**src/rtl/axi_rsp_pkg.sv**
```systemverilog
// Shared AXI B-channel constants and helpers.
// Used by the write-response tracker and its FIFO.
package axi_rsp_pkg;

   localparam logic [1:0] BRESP_OKAY   = 2'b00;
   localparam logic [1:0] BRESP_EXOKAY = 2'b01;
   localparam logic [1:0] BRESP_SLVERR = 2'b10;
   localparam logic [1:0] BRESP_DECERR = 2'b11;

   function automatic logic is_err_resp(input logic [1:0] bresp);
      return bresp[1];
   endfunction

endpackage

```
**src/rtl/axi_rsp_fifo.sv**
```systemverilog
// Generic synchronous FIFO; head entry is presented on rdata.
// DEPTH must be a power of two so pointers wrap naturally.
module axi_rsp_fifo #(
   parameter int WIDTH = 15,
   parameter int DEPTH = 4,
   localparam int AW = $clog2(DEPTH),
   localparam int CW = $clog2(DEPTH + 1)
) (
   input  logic             clk,
   input  logic             rst_n,
   input  logic             push,
   input  logic [WIDTH-1:0] wdata,
   input  logic             pop,
   output logic [WIDTH-1:0] rdata,
   output logic             full,
   output logic             empty,
   output logic [CW-1:0]    count
);

   logic [WIDTH-1:0] mem [DEPTH];
   logic [AW-1:0]    wp;
   logic [AW-1:0]    rp;
   logic             wr;
   logic             rd;

   assign full  = (count == CW'(DEPTH));
   assign empty = (count == '0);
   assign wr    = push & ~full;
   assign rd    = pop & ~empty;
   assign rdata = mem[rp];

   always_ff @(posedge clk or negedge rst_n) begin
      if (!rst_n) begin
         mem   <= '{default: '0};
         wp    <= '0;
         rp    <= '0;
         count <= '0;
      end else begin
         if (wr) begin
            mem[wp] <= wdata;
            wp      <= wp + AW'(1);
         end
         if (rd) begin
            rp <= rp + AW'(1);
         end
         count <= count + CW'(wr) - CW'(rd);
      end
   end

endmodule

```
**src/rtl/axi_wr_rsp_tracker.sv**
```systemverilog
// AXI B-channel stage: buffers responses, tracks in-flight writes,
// throttles AW issue and flags response-protocol anomalies.
module axi_wr_rsp_tracker
   import axi_rsp_pkg::*;
#(
   parameter int ID_WIDTH        = 12,
   parameter int USER_WIDTH      = 1,
   parameter int DEPTH           = 4,
   parameter int MAX_OUTSTANDING = 16,
   parameter int CNT_WIDTH       = 16,
   localparam int OW = $clog2(MAX_OUTSTANDING + 1)
) (
   input  logic                  clk,
   input  logic                  rst_n,
   input  logic                  aw_fire,
   output logic                  aw_allow,
   input  logic [ID_WIDTH-1:0]   dn_bid,
   input  logic [1:0]            dn_bresp,
   input  logic [USER_WIDTH-1:0] dn_buser,
   input  logic                  dn_bvalid,
   output logic                  dn_bready,
   output logic [ID_WIDTH-1:0]   up_bid,
   output logic [1:0]            up_bresp,
   output logic [USER_WIDTH-1:0] up_buser,
   output logic                  up_bvalid,
   input  logic                  up_bready,
   output logic [OW-1:0]         outstanding,
   output logic [CNT_WIDTH-1:0]  err_cnt,
   output logic                  orphan_err,
   output logic                  ovf_err,
   input  logic                  err_clr
);

   localparam int W   = ID_WIDTH + 2 + USER_WIDTH;
   localparam int FCW = $clog2(DEPTH + 1);
   // orphan beats can drain outstanding while pending stays ahead
   localparam int PW  = $clog2(MAX_OUTSTANDING + DEPTH + 1);

   logic           push;
   logic           pop;
   logic           aw_ok;
   logic           full;
   logic           empty;
   logic [FCW-1:0] fcnt;
   logic [FCW-1:0] fcnt_nxt;
   logic [W-1:0]   head;
   logic [PW-1:0]  pend_q;
   logic [PW-1:0]  pend_nxt;
   logic [OW-1:0]  out_nxt;
   logic [CNT_WIDTH-1:0] err_nxt;
   logic           orph_nxt;
   logic           ovf_nxt;

   assign push      = dn_bvalid & dn_bready & ~full;
   assign up_bvalid = ~empty;
   assign pop       = up_bvalid & up_bready;
   assign aw_ok     = aw_fire & aw_allow;
   assign {up_bid, up_bresp, up_buser} = head;

   axi_rsp_fifo #(
      .WIDTH (W),
      .DEPTH (DEPTH)
   ) u_fifo (
      .clk   (clk),
      .rst_n (rst_n),
      .push  (push),
      .wdata ({dn_bid, dn_bresp, dn_buser}),
      .pop   (pop),
      .rdata (head),
      .full  (full),
      .empty (empty),
      .count (fcnt)
   );

   always_comb begin
      fcnt_nxt = fcnt + FCW'(push) - FCW'(pop);
      out_nxt  = outstanding;
      pend_nxt = pend_q;
      err_nxt  = err_cnt;
      orph_nxt = orphan_err;
      ovf_nxt  = ovf_err;
      unique case (1'b1)
         aw_ok & ~pop:
            out_nxt = outstanding + OW'(1);
         ~aw_ok & pop & (outstanding != '0):
            out_nxt = outstanding - OW'(1);
         default: ;
      endcase
      unique case (1'b1)
         aw_ok & ~push & (pend_q != '1):
            pend_nxt = pend_q + PW'(1);
         ~aw_ok & push & (pend_q != '0):
            pend_nxt = pend_q - PW'(1);
         default: ;
      endcase
      if (push & is_err_resp(dn_bresp) & (err_cnt != '1))
         err_nxt = err_cnt + CNT_WIDTH'(1);
      if (push & (pend_q == '0) & ~aw_ok)
         orph_nxt = 1'b1;
      if (aw_fire & ~aw_allow)
         ovf_nxt = 1'b1;
      if (err_clr) begin
         err_nxt  = '0;
         orph_nxt = 1'b0;
         ovf_nxt  = 1'b0;
      end
   end

   always_ff @(posedge clk or negedge rst_n) begin
      if (!rst_n) begin
         dn_bready   <= 1'b0;
         aw_allow    <= 1'b0;
         outstanding <= '0;
         pend_q      <= '0;
         err_cnt     <= '0;
         orphan_err  <= 1'b0;
         ovf_err     <= 1'b0;
      end else begin
         dn_bready   <= (fcnt_nxt != FCW'(DEPTH));
         aw_allow    <= (out_nxt < OW'(MAX_OUTSTANDING));
         outstanding <= out_nxt;
         pend_q      <= pend_nxt;
         err_cnt     <= err_nxt;
         orphan_err  <= orph_nxt;
         ovf_err     <= ovf_nxt;
      end
   end

endmodule

```
**config.mk**
```make
export PLATFORM = sky130hd
export DESIGN_NAME = axi_wr_rsp_tracker
export DESIGN_NICKNAME = d
export VERILOG_FILES = /design/src/rtl/axi_rsp_pkg.sv /design/src/rtl/axi_rsp_fifo.sv /design/src/rtl/axi_wr_rsp_tracker.sv
export SDC_FILE = /design/constraint.sdc
export NUM_CORES = 1
export LEC_CHECK = 0
export ABC_AREA = 1
export CAP_MARGIN = 15
export CORE_ASPECT_RATIO = 1.4
export CORE_MARGIN = 3
export CORE_UTILIZATION = 35
export CTS_CLUSTER_DIAMETER = 120
export DETAILED_ROUTE_END_ITERATION = 10
export PLACE_DENSITY = 0.52
export SLEW_MARGIN = 20
export SYNTH_ARGS = -nofsm -noshare
export SYNTH_HDL_FRONTEND = slang
export SYNTH_SLANG_ARGS = --single-unit
```
**constraint.sdc**
```tcl
create_clock -name clk -period 3.1 [get_ports clk]
set_input_delay 0.62 -clock clk [delete_from_list [all_inputs] [get_ports clk]]
set_output_delay 0.62 -clock clk [all_outputs]
set_load 0.02 [all_outputs]
```
==> results.py <==
metrics = {
    "outcome": {
        "outcome": "completed",
    },
    "synthesis": {
        "synthSimpleGateAreaFrac": 0.226,
        "synth_mux_area_frac": 0,
        "synth_cells": 600,
        "yosysWarnings": 0,
        "syn_area_sq_mm": 0.00492,
        "synthTopCellsByArea": "dfrtp_1, nand2_1, o21ai_0, nor2_1, inv_1",
        "synth_xor_area_frac": 0.0249,
        "avgSynthCellArea_sq_um": 8.20,
        "ys_seq_area_frac": 0.493,
        "synth_top_cell_by_area": "dfrtp_1",
        "synth_compound_area_frac": 0.143,
        "yosysTopAreaCellShare": 0.493,
        "synthArstFlopShare": 1.00,
        "synth.distinct_cells": 29,
        "synth_edf_count": 0,
        "synthAdderAreaFrac": 0.0519,
        "ys_seq_elements": 97,
        "syn-num-nets": 639,
        "synth_top_family_by_area": "simple AND/OR/NAND/NOR gates",
        "dominantRegCellSynth": "dfrtp_1",
    },
    "critical_path": {
        "startpoint_type": "flip-flop",
        "cp.arrival_ps": 2150,
        "critPathKind": "flip-flop to output pin",
        "critPathMaxFanout": 22,
        "cp.required_ps": 2480,
        "crit_path_end_kind": "output pin",
    },
    "finish": {
        "drive_gt1_frac": 0.0618,
        "fin_area_sq_mm": 0.00606,
        "final_common_cell": "nand2_1",
        "n_fill_cell": 1386,
        "syn_to_final_growth_pct": 23.1,
        "final_util": 0.446,
        "final_cells": 845,
        "antenna_cells": 0,
        "layout_common_cells": "nand2_1, o21ai_0, dfrtp_1, nor2_1, clkdlybuf4s50_1",
        "nets": 698,
    },
    "floorplan": {
        "coreArea_sq_mm": 0.0136,
        "die-area_sq_mm": 0.0155,
        "start_util": 0.363,
        "ios": 62,
        "die_height_um": 146,
        "rows": 50,
        "dieWidth_um": 106,
    },
    "timing": {
        "setup_slack_ps": 329,
        "max_freq_ghz": 0.361,
        "rsz0062_at_grt": "false",
        "skew_ps": 7.90,
        "hold_viol_final": 0,
        "slew_headroom": 0.657,
        "period_share": 0.894,
        "fin_hold_ws_ps": 204,
        "min_period_ps": 2770,
        "slew_violations": 0,
        "setup-violations-final": 0,
        "setup_tns_ps": 0,
        "max_slew.worst_pin.slew_ps": 514,
    },
    "placement": {
        "globalplace.congestion": 0.815,
        "dpl_cell_area_sq_mm": 0.00576,
        "port_buffers": 61,
        "dp_worst_setup_slack_ps": 370,
        "dp_hpwl_um": 8080,
        "place_inst": 830,
    },
    "power_and_ir_drop": {
        "comb_power_share": 0.469,
        "cellInternalPower_mw": 3.58,
        "switchingPower_mw": 2.42,
        "finalPower_mw": 6.00,
        "p_leak_nw": 2.86,
        "ir_drop_mv": 0.484,
        "p_per_area_mw_per_mm2": 991,
        "pwr-share-clk": 0.185,
        "pwr-share-seq": 0.346,
        "p_sw_frac": 0.403,
    },
    "cts": {
        "clock_latency_ps": 340,
        "h-tree-depth": 3,
        "numCtsBuffers": 9,
        "clkSlewWorstSetupHoldPaths_ps": 70,
        "cts_sinks": 97,
        "cts_setup_buffers": 0,
        "postCtsResizedCells": 0,
        "cts_tree": "done",
        "cts_buffer_depth": 2,
        "hold_buffers": 0,
        "cts_root_buf": "clkbuf_16",
    },
    "drt": {
        "wirelength_um": 11700,
        "drc": 0,
        "vias_per_cell": 4.90,
        "wl_per_cell_um": 13.8,
        "drt-initial-drc-count": 180,
        "vias": 4144,
        "drt-pass1-iter-count": 5,
        "detail-route-antenna-nets": 0,
    },
    "job": {
        "maxCapViolations": 0,
    },
    "global_route": {
        "antenna_found_initial": 0,
        "grt_usage": 0.163,
        "grt_pass1_wl_um": 20700,
        "grt_overflow": 0,
        "grt_pass1_vias": 4325,
        "grt_max_degree": 50,
    },
    "hold_path": {
        "hold_class": "input port to asynchronous set/reset pin",
    },
}
## cell usage after synthesis, types with 7 or more instances
cell,number
xor2_1,12
a21oi_1,7
ha_1,14
o22ai_1,15
dfrtp_1,97
nand2_1,153
nand3_1,23
inv_1,53
clkbuf_1,21
nand4_1,10
nor2_1,64
o21ai_0,100
## power groups by stage
stage | registers (mW) | clock network (mW) | logic, mW
4_1_cts | 2.08 | 1.16 | 2.86
6_report | 2.08 | 1.11 | 2.81
5_1_grt | 2.15 | 1.21 | 3.20
3_5_place_dp | 2.10 | 0 | 2.86
2_1_floorplan | 2.09 | 0 | 1.78
3_3_place_gp | 2.09 | 0 | 2.77
## routing by layer
layer / up-vias / part of all wire / global-route usage
met5: - / 0 / 0
met4: 0 / 0.011 / 0.0447
met3: 8 / 0.037 / 0.0283
met2: 79 / 0.50 / 0.277
met1: 1990 / 0.45 / 0.213
li1: 2067 / - / -
## final timing paths
path | depth (start not counted) | from | to | slack, ps
hold / removal | 1 | rst_n | u_fifo.mem[37] | 200
setup / recovery | 5 | u_fifo.rp[0] | up_bid[11] | 330
hold reg to reg | 2 | u_fifo.mem[31] | u_fifo.mem[31] | 480
setup reg to reg | 11 | u_fifo.count[1] | dn_bready | 730
max in group asynchronous | 2 | rst_n | u_fifo.mem[21] | 2270
min in group clk | 2 | u_fifo.mem[31] | u_fifo.mem[31] | 480
## cells by family after synthesis
kind of cell | after synthesis
and+or+nand+nor | 263
xor gates and xnor gates | 14
AOI/OAI and AO/OA | 131
adders and majority gates | 18
DFF | 97
buffers and inverters | 77
## critical path: stages, from the launching register on
cell,delay (ps)
dfrtp_1,370
inv_1,300
buf_12,210
o21ai_0,90
o22ai_1,200
clkdlybuf4s50_1,640
## flip-flops by register name, summed over array words and instances (netlist names), named ones only
register,flops
u_fifo.mem,60
ovf_err,1
err_cnt,16
u_fifo.rp,2
dn_bready,1
orphan_err,1
aw_allow,1
outstanding,4
u_fifo.count,3
u_fifo.wp,2
pend_q,5
## final cells by class
cell class | count | area, sq um | area share
Clock buffer | 10 | 239 | 0.0394
Inverter | 54 | 203 | 0.0335
Sequential cell | 97 | 2430 | 0.401
Multi-Input combinational cell | 426 | 2200 | 0.363
Timing Repair Buffer | 71 | 708 | 0.117
Clock inverter | 5 | 56.3 | 0.00929
Tap cell | 182 | 228 | 0.0376
Note: power is estimated with default switching activity, not from simulation.
